<file path="src/rtl/sync_down_counter.sv">
// Programmable synchronous down-counter with one-shot/auto-reload modes.
// Ports: clk/rst (sync, active-high); start_i, counter_i, reload_i,
//   pause_i, stop_i in; busy_o (in RUN), counter_o, end_o (registered) out.
module sync_down_counter #(
  parameter int counter_bits = 8
) (
  input  logic                    clk,
  input  logic                    rst,
  input  logic                    start_i,
  input  logic [counter_bits-1:0] counter_i,
  input  logic                    reload_i,
  input  logic                    pause_i,
  input  logic                    stop_i,
  output logic                    busy_o,
  output logic [counter_bits-1:0] counter_o,
  output logic                    end_o
);

  typedef enum logic {
    S_IDLE = 1'b0,
    S_RUN  = 1'b1
  } state_t;

  localparam logic [counter_bits-1:0] ONE  = counter_bits'(1);
  localparam logic [counter_bits-1:0] ZERO = '0;

  state_t                  r_state;
  logic [counter_bits-1:0] r_cnt;
  logic                    r_end;
  logic [counter_bits-1:0] r_load;
  logic                    r_reload;

  state_t                  w_state;
  logic [counter_bits-1:0] w_cnt;
  logic                    w_end;
  logic [counter_bits-1:0] w_load;
  logic                    w_reload;

  always_ff @(posedge clk) begin
    if (rst) begin
      r_state  <= S_IDLE;
      r_cnt    <= ZERO;
      r_end    <= 1'b0;
      r_load   <= ZERO;
      r_reload <= 1'b0;
    end else begin
      r_state  <= w_state;
      r_cnt    <= w_cnt;
      r_end    <= w_end;
      r_load   <= w_load;
      r_reload <= w_reload;
    end
  end

  always_comb begin
    w_state  = r_state;
    w_cnt    = r_cnt;
    w_end    = 1'b0;
    w_load   = r_load;
    w_reload = r_reload;
    unique case (r_state)
      S_IDLE: begin
        if (start_i) begin
          if (counter_i != ZERO) begin
            w_load   = counter_i;
            w_reload = reload_i;
            w_cnt    = counter_i;
            w_state  = S_RUN;
          end else begin
            // Zero-length run: immediate end pulse, never armed.
            w_end = 1'b1;
          end
        end
      end
      S_RUN: begin
        if (stop_i) begin
          w_state = S_IDLE;
          w_cnt   = ZERO;
        end else if (pause_i) begin
          w_cnt = r_cnt;
        end else if (r_cnt > ONE) begin
          w_cnt = r_cnt - ONE;
        end else if (r_cnt == ONE) begin
          w_cnt = ZERO;
          w_end = 1'b1;
          if (!r_reload) w_state = S_IDLE;
        end else begin
          // Zero cycle of reload mode: reload without a second pulse.
          w_cnt = r_load;
        end
      end
      default: w_state = S_IDLE;
    endcase
  end

  assign busy_o    = (r_state == S_RUN);
  assign counter_o = r_cnt;
  assign end_o     = r_end;

endmodule
</file>
<file path="config.mk">
export PLATFORM = sky130hd
export DESIGN_NAME = sync_down_counter
export DESIGN_NICKNAME = d
export VERILOG_FILES = /design/src/rtl/sync_down_counter.sv
export SDC_FILE = /design/constraint.sdc
export NUM_CORES = 1
export LEC_CHECK = 0
export BUFFER_PORTS_ARGS = -buffer_cell sky130_fd_sc_hd__buf_2
export CORE_ASPECT_RATIO = 0.6
export CORE_UTILIZATION = 45
export CTS_BUF_LIST = sky130_fd_sc_hd__clkbuf_4
export DETAILED_ROUTE_END_ITERATION = 10
export PLACE_DENSITY = 0.8
export RECOVER_POWER = 25
export SLEW_MARGIN = 20
export SYNTH_ARGS = -nofsm -noshare
export SYNTH_HDL_FRONTEND = slang
export SYNTH_SLANG_ARGS = --single-unit
</file>
<file path="constraint.sdc">
create_clock -name clk -period 4.8 [get_ports clk]
set_input_delay 0.48 -clock clk [delete_from_list [all_inputs] [get_ports clk]]
set_output_delay 0.48 -clock clk [all_outputs]
set_load 0.005 [all_outputs]
</file>
# Word-level counts from Yosys, hierarchy flattened
# Index checks and enable logic that the tools add are counted.
# word_totals
regBits	19
out_inout_bits	10
in_bits	14
# op_classes
order_cmp	1
reduce_logical	3
bitwise	1
n_eq_ne	4
muxes	22
n_addsub	1
# ops
operator	count
$mux 8	6
$pmux 8 s2	1
$mux 1	13
$eq 8x1->1 const B	1
$gt 8x1->1 const B	1
$reduce_bool 8->1	1
$sub 8x1->8 const B	1
$reduce_and 3->1	2
$ne 2x2->1 const B	2
$pmux 1 s2	2
$ne 3x3->1 const B	1
$not 1->1	1

# Longest topological paths before layout
# Gate-level depths: netlist of the first run.
# logic_depth
ltp_word	6
depth_mapped	8

# Least setup slack after synthesis of the first run
# OpenSTA, ideal clock, no wires.
# synth_timing
kind	register to register
from	register r_cnt[0] (netlist: counter_o[0])
to	register r_cnt[6] (netlist: counter_o[6])
arrival_time_ns	1.699
t_required_ns	4.665
path_buffers	0
slack_ns	2.965
path_stages_with_launch	8
cell_sequence	dfxtp_1 -> inv_1 -> ha_1 -> or3b_1 -> nor3_1 -> mux2_2 -> a21oi_1 -> a211oi_1
# synth_between
elab_chain_cells	6
elab_cells_between_ends	8
classes_between	add/sub: 1; order compare: 1; eq/ne: 1; mux: 5
# synth_rtl
item	line	rtl
start, declared	28	logic [counter_bits-1:0] r_cnt;
start signal, assigned	48	r_cnt <= w_cnt;
branches (longest 2 deep; another with $sub 8x1->8)	n/a	
$mux 8 *	81	end else if (r_cnt > ONE) begin
$mux 8 *	79	end else if (pause_i) begin
$mux 8 *	76	if (stop_i) begin
$pmux 8 s2 *	61	unique case (r_state)
# Every way passes the cells marked *. The select of a mux whose other input is x is not followed.
# A chain may end at the register's enable or synchronous reset.

# Worst setup path in the final report of the first run
# layout_timing
from	register r_cnt[5] (netlist: counter_o[5])
to	register r_cnt[1] (netlist: counter_o[1])
# layout_between
elab_chain_cells	6
elab_cells_between_ends	7
classes_between	order compare: 1; eq/ne: 1; mux: 5
# layout_rtl
item	line
branches (longest 2 deep; another with $gt 8x1->1)	n/a
$mux 8 *	81
$mux 8 *	79
$mux 8 *	76
$pmux 8 s2 *	61
# Marked as above.

==> impl_metrics.env, run 1 <==
export IMPL_grt_usage_pct=23.1
export IMPL_worst_pin_slew_ns=0.678
export IMPL_max_freq_ghz=0.474
export IMPL_cts_sinks=19
export IMPL_netlist_area_um2=1070
export IMPL_hold_path_class="input pin to flop"
export IMPL_critPathTopFamily="compound AO/OA/AOI/OAI gates"
export IMPL_drt_iter0_markers=71
export IMPL_wl_um=2610
export IMPL_hold_buffers=0
export IMPL_dp_hpwl_um=1950
export IMPL_irDropWorstVdd_mv=0.154
export IMPL_grt_max_degree=20
export IMPL_path_buf_inv=0
export IMPL_place_gp_congestion=0.819
export IMPL_cts_path_max_buffers=2
export IMPL_core_area_um2=2210
export IMPL_n_antenna_cell=0
export IMPL_overflow=0
export IMPL_slew_headroom_pct=54.8
export IMPL_num_rows=13
export IMPL_synthToLayoutAreaGrowth_pct=13.2
export IMPL_design_power_total_uw=382
export IMPL_synth_ff_type="dfxtp_1"
export IMPL_cp_data_arrival_time_ns=2.31
export IMPL_viasPerCell=5.87
export IMPL_first_pass_iters=4
export IMPL_layout_commonest_cell="nor2_1"
export IMPL_drv_slew=0
export IMPL_postCtsSetupRepairBufs=0
export IMPL_die_h_um=39.9
export IMPL_yosysSeqAreaShare_pct=35.4
export IMPL_cpPeakStageDelay_ns=0.53
export IMPL_place_area_um2=1190
export IMPL_leakage_uw=0.000499
export IMPL_crit_fanout=7
export IMPL_antenna_found_initial=0
export IMPL_layout_min_cycle_time_ns=2.11
export IMPL_syn_inst=123
export IMPL_postSynthAreaPerCell_um2=8.74
export IMPL_setup_viol=0
export IMPL_clk_pin_slew_ns=0.10
export IMPL_post_route_period_util_pct=44.0
export IMPL_drive_gt1_share_pct=18.8
export IMPL_synth_edf_count=0
export IMPL_cts_root_buf="clkbuf_4"
export IMPL_grt_pass1_wl_um=4240
export IMPL_critical_path_class="flop to flop"
export IMPL_status="finished clean"
export IMPL_htree_levels=1
export IMPL_fin_nets=161
export IMPL_cts_buffers=3
export IMPL_synth_top_cell_by_area="dfxtp_1"
export IMPL_rsz0062_at_grt="no"
export IMPL_timing_final_ws_setup_ns=2.69
export IMPL_wl_per_cell_um=15.0
export IMPL_hold_viol_final=0
export IMPL_ys_top_cells_by_area="dfxtp_1, mux2i_1, nor2_1"
export IMPL_fp_dieW_um=65.1
export IMPL_multi_input_area_um2=644
export IMPL_ys_warn_count=0
export IMPL_setup_tns_ns=0
export IMPL_fp_dieArea_um2=2590
export IMPL_place_worst_setup_slack_ns=2.45
export IMPL_cap_violations=0
export IMPL_critPathRequiredTime_ns=5.00
export IMPL_async_flop_share_pct=0
export IMPL_synth_top_cell_area_share_pct=35.4
export IMPL_syn_num_nets=139
export IMPL_regArea_um2=380
export IMPL_crit_chain="nor4_1 -> o211a_1 -> mux2i_1 -> a221oi_1 -> a211oi_1"
export IMPL_powerDensity_nw_per_um2=314
export IMPL_start_util_pct=48.6
export IMPL_start_kind="flop"
export IMPL_cp_end_kind="flop"
export IMPL_io_buffer_count=23
export IMPL_n_fill_cell=223
export IMPL_io_pins=24
export IMPL_slowest_stage="nor4_1"
export IMPL_hold_ws_ns=0.416
export IMPL_cts_tree="yes"
export IMPL_grt_pass1_vias=877
export IMPL_clock_skew_ns=0.00195
export IMPL_final_area_um2=1220
export IMPL_drcViolationCount=0
export IMPL_drt_antenna_violating_nets=0
export IMPL_clk_insertion_delay_late_ns=0.30
export IMPL_via_count=1022
export IMPL_ys_types=39
export IMPL_final_cell_mix="nor2_1, dfxtp_1, buf_2"
export IMPL_cts_resized=0
export IMPL_ys_ff_latch=19
==> kinds of logic after synthesis <==
logic type	after synthesis	synth area share (%)
compound gates	26	19.1
xor+xnor	2	1.63
fa+ha+maj	2	2.33
buf+inv	10	4.66
flops	19	35.4
mux	13	12.2
simple gates	51	24.7
==> per-stage QoR <==
step,std cells,utilization [%]
finish,174,55.0
global placement,170,53.9
floorplan,123,-
detailed placement,170,53.9
CTS,174,55.3
global route,174,55.0
==> synth_stat cells, types with 2 or more instances <==
master    count
a211oi_1      5
a21oi_1       5
a221oi_1      5
clkbuf_1      2
dfxtp_1      19
ha_1          2
inv_1         3
mux2i_1      12
nand2_1       5
nand2b_1      2
nor2_1       24
nor2b_1       3
nor3_1        5
nor4_1        2
or3b_1        2
or4_1         3
or4_4         2
==> state kept, by name, summed over array words and instances (netlist names) <==
signal and cells:
counter_o 8, r_load 8, busy_o 1, end_o 1
r_reload 1
==> worst min-delay path, delay by kind of cell <==
family / cells / cell delay, ns
simple gates: 1 / 0.08
mux: 1 / 0.05
buf+inv: 1 / 0.07
==> final cells by class <==
type,instances,share of cell area [%]
Timing Repair Buffer,23,8.95
Clock buffer,4,2.47
Tap cell,30,3.09
Multi-Input combinational cell,94,53.0
Sequential cell,19,31.3
Inverter,4,1.23
==> power by group <==
group | leakage [uW] | internal (uW) | switching (uW) | total [uW]
Clock | 0.0000184 | 38.1 | 49.2 | 87.2
Sequential | 0.000157 | 170 | 16.5 | 187
Combinational | 0.000323 | 48.1 | 60.1 | 108
Total | 0.000499 | 257 | 126 | 382
==> path summary, 6_finish.rpt <==
kind	cells after the start	from	to	slack (ns)
worst min-delay path	3	reload_i	r_reload	0.42
worst min register to register	2	r_load[6]	r_load[6]	0.51
worst max-delay path	5	counter_o[5]	counter_o[1]	2.69
worst max register to register	5	counter_o[5]	counter_o[1]	2.69
==> metal layers <==
| layer | wire length, um | GRT usage (%) | up-vias |
|---|---|---|---|
| met5 | 0 | 0 | - |
| met4 | 28 | 7.07 | 0 |
| met3 | 225 | 6.40 | 4 |
| met2 | 1090 | 35.9 | 44 |
| met1 | 1260 | 31.1 | 477 |
| li1 | - | - | 497 |
(Power assumes the default switching activity.)
==> run 2, diff against run 1 <==
ABC_AREA = 1   (was not set)
PLACE_DENSITY = 0.79   (was 0.8)
clock period = 2 ns   (was 4.8 ns; I/O delays follow)
==> impl_metrics.env, run 2 <==
export IMPL_post_route_period_util_pct=78.4
export IMPL_setup_viol=0
export IMPL_via_count=1268
export IMPL_synthToLayoutAreaGrowth_pct=13.4
export IMPL_clock_skew_ns=0.00778
export IMPL_fp_dieArea_um2=2910
export IMPL_wl_per_cell_um=11.6
export IMPL_drt_iter0_markers=90
export IMPL_viasPerCell=5.20
export IMPL_final_cell_mix="nand2_1, a21oi_1, inv_1, buf_2"
export IMPL_hold_viol_final=0
export IMPL_status="finished clean"
export IMPL_grt_busiest_layer="met1"
export IMPL_placed_cells=240
export IMPL_postSynthAreaPerCell_um2=6.45
export IMPL_ys_top_cells_by_area="dfxtp_1, nand2_1, a21oi_1"
export IMPL_slew_headroom_pct=67.2
export IMPL_drive_gt1_share_pct=20.8
export IMPL_cp_end_kind="flop"
export IMPL_grt_pass1_wl_um=4840
export IMPL_fin_nets=229
export IMPL_layout_commonest_cell="nand2_1"
export IMPL_powerDensity_nw_per_um2=715
export IMPL_worst_pin_slew_ns=0.492
export IMPL_ys_ff_latch=19
export IMPL_overflow=0
export IMPL_yosysMostFrequentCell="nand2_1"
export IMPL_cts_tree="yes"
export IMPL_clk_pin_slew_ns=0.12
export IMPL_synth_top_cell_area_share_pct=31.4
export IMPL_htree_levels=1
export IMPL_layout_min_cycle_time_ns=1.57
export IMPL_synth_top_cell_by_area="dfxtp_1"
export IMPL_synth_ff_type="dfxtp_1"
export IMPL_grt_use_met2_pct=26.8
export IMPL_drt_antenna_violating_nets=0
export IMPL_io_pins=24
export IMPL_cap_violations=0
export IMPL_num_rows=14
export IMPL_n_fill_cell=261
export IMPL_antenna_found_initial=0
export IMPL_critPathRequiredTime_ns=2.20
export IMPL_fp_dieW_um=69.0
export IMPL_max_freq_ghz=0.638
export IMPL_io_buffer_count=23
export IMPL_start_kind="flop"
export IMPL_drv_slew=0
export IMPL_irDropWorstVdd_mv=0.421
export IMPL_hold_buffers=0
export IMPL_die_h_um=42.2
export IMPL_first_pass_iters=4
export IMPL_rsz0062_at_grt="no"
export IMPL_cts_resized=0
export IMPL_post_route_util_pct=54.5
export IMPL_n_antenna_cell=0
export IMPL_syn_inst=188
export IMPL_synth_common_cells="nand2_1, a21oi_1, inv_1"
export IMPL_critical_path_class="flop to flop"
export IMPL_timing_final_ws_setup_ns=0.432
export IMPL_postCtsSetupRepairBufs=0
export IMPL_drcViolationCount=0
export IMPL_async_flop_share_pct=0
export IMPL_hold_path_class="input pin to flop"
export IMPL_cts_sinks=19
export IMPL_clk_insertion_delay_late_ns=0.31
export IMPL_wl_um=2830
export IMPL_crit_fanout=9
export IMPL_use_met1_pct=33.2
export IMPL_ys_warn_count=0
export IMPL_netlist_area_um2=1210
export IMPL_leakage_uw=0.000676
export IMPL_start_util_pct=48.1
export IMPL_grt_max_degree=21
export IMPL_place_worst_setup_slack_ns=0.459
export IMPL_grt_pass1_vias=1042
export IMPL_core_area_um2=2520
export IMPL_place_gp_congestion=0.889
export IMPL_cp_data_arrival_time_ns=1.77
export IMPL_instances_no_fill=244
export IMPL_ys_types=23
export IMPL_dp_hpwl_um=2140
export IMPL_setup_tns_ns=0
export IMPL_cts_path_max_buffers=2
export IMPL_syn_num_nets=204
export IMPL_cts_root_buf="clkbuf_4"
export IMPL_grt_usage_pct=20.7
export IMPL_use_met3_pct=5.53
export IMPL_cts_buffers=3
export IMPL_yosysSeqAreaShare_pct=31.4
export IMPL_synth_edf_count=0
run 2: changes by cell type after synthesis, moves of 7 or more:
cell,before,now
o21ai_0,0,7
inv_1,3,22
nand3_1,0,19
a21oi_1,5,26
nand2_1,5,44
mux2i_1,12,0
run 2: report_power, final:
group | internal (uW) | leakage [uW] | switching (uW)
Sequential | 413 | 0.000158 | 30.9
Combinational | 126 | 0.000501 | 211
Clock | 74.8 | 0.0000177 | 128
run 2: final cells by class:
type,instances,area [um^2],area share [%]
multi-input combinational,138,694,50.5
timing repair buffer,26,136,9.92
clock inverter,1,5.00,0.364
sequential,19,380,27.7
inverter,25,96.3,7.01
clock buffer,3,22.5,1.64
tap,32,40.0,2.91
run 2: worst max-delay path, cell delays in order, from the launching register on:
cell and delay, ns:
dfxtp_1 0.39, inv_1 0.12, ha_1 0.30, o21ai_2 0.27, nor2_8 0.08, inv_4 0.10, nand3_1 0.08, nand2_1 0.07
a21oi_1 0.05
run 2: path summary, 6_finish.rpt:
kind / slack (ns) / start / cells after the start / endpoint
worst max-delay path: 0.43 / counter_o[0] / 8 / counter_o[5]
worst min-delay path: 0.06 / rst / 2 / busy_o
worst max register to register: 0.43 / counter_o[0] / 8 / counter_o[5]
worst min register to register: 0.47 / r_reload / 2 / r_reload
run 2: cells by family (layout without fill, tap and decap cells):
| group | after synthesis | after routing | share of synthesized area [%] |
|---|---|---|---|
| adders and majority gates | 2 | 2 | 2.06 |
| and+or+nand+nor | 92 | 92 | 34.6 |
| buffers and inverters | 31 | 55 | 11.4 |
| DFF | 19 | 19 | 31.4 |
| xor gates and xnor gates | 1 | 1 | 0.723 |
| AOI/OAI and AO/OA | 43 | 43 | 19.9 |
run 2: per-layer routing:
metal,wire length (um),vias to the layer above
met5,0,-
li1,-,659
met2,1050,55
met4,8,0
met1,1500,552
met3,263,2
run 2: through the flow:
stage          instance area [um^2]  total power, uW  hold WS (ns)
2_1_floorplan                  1210              701         0.269
3_3_place_gp                   1350              787         0.393
3_5_place_dp                   1350              785         0.389
4_1_cts                        1380              986        0.0616
5_1_grt                        1380             1060        0.0595
6_report                       1380              983        0.0648
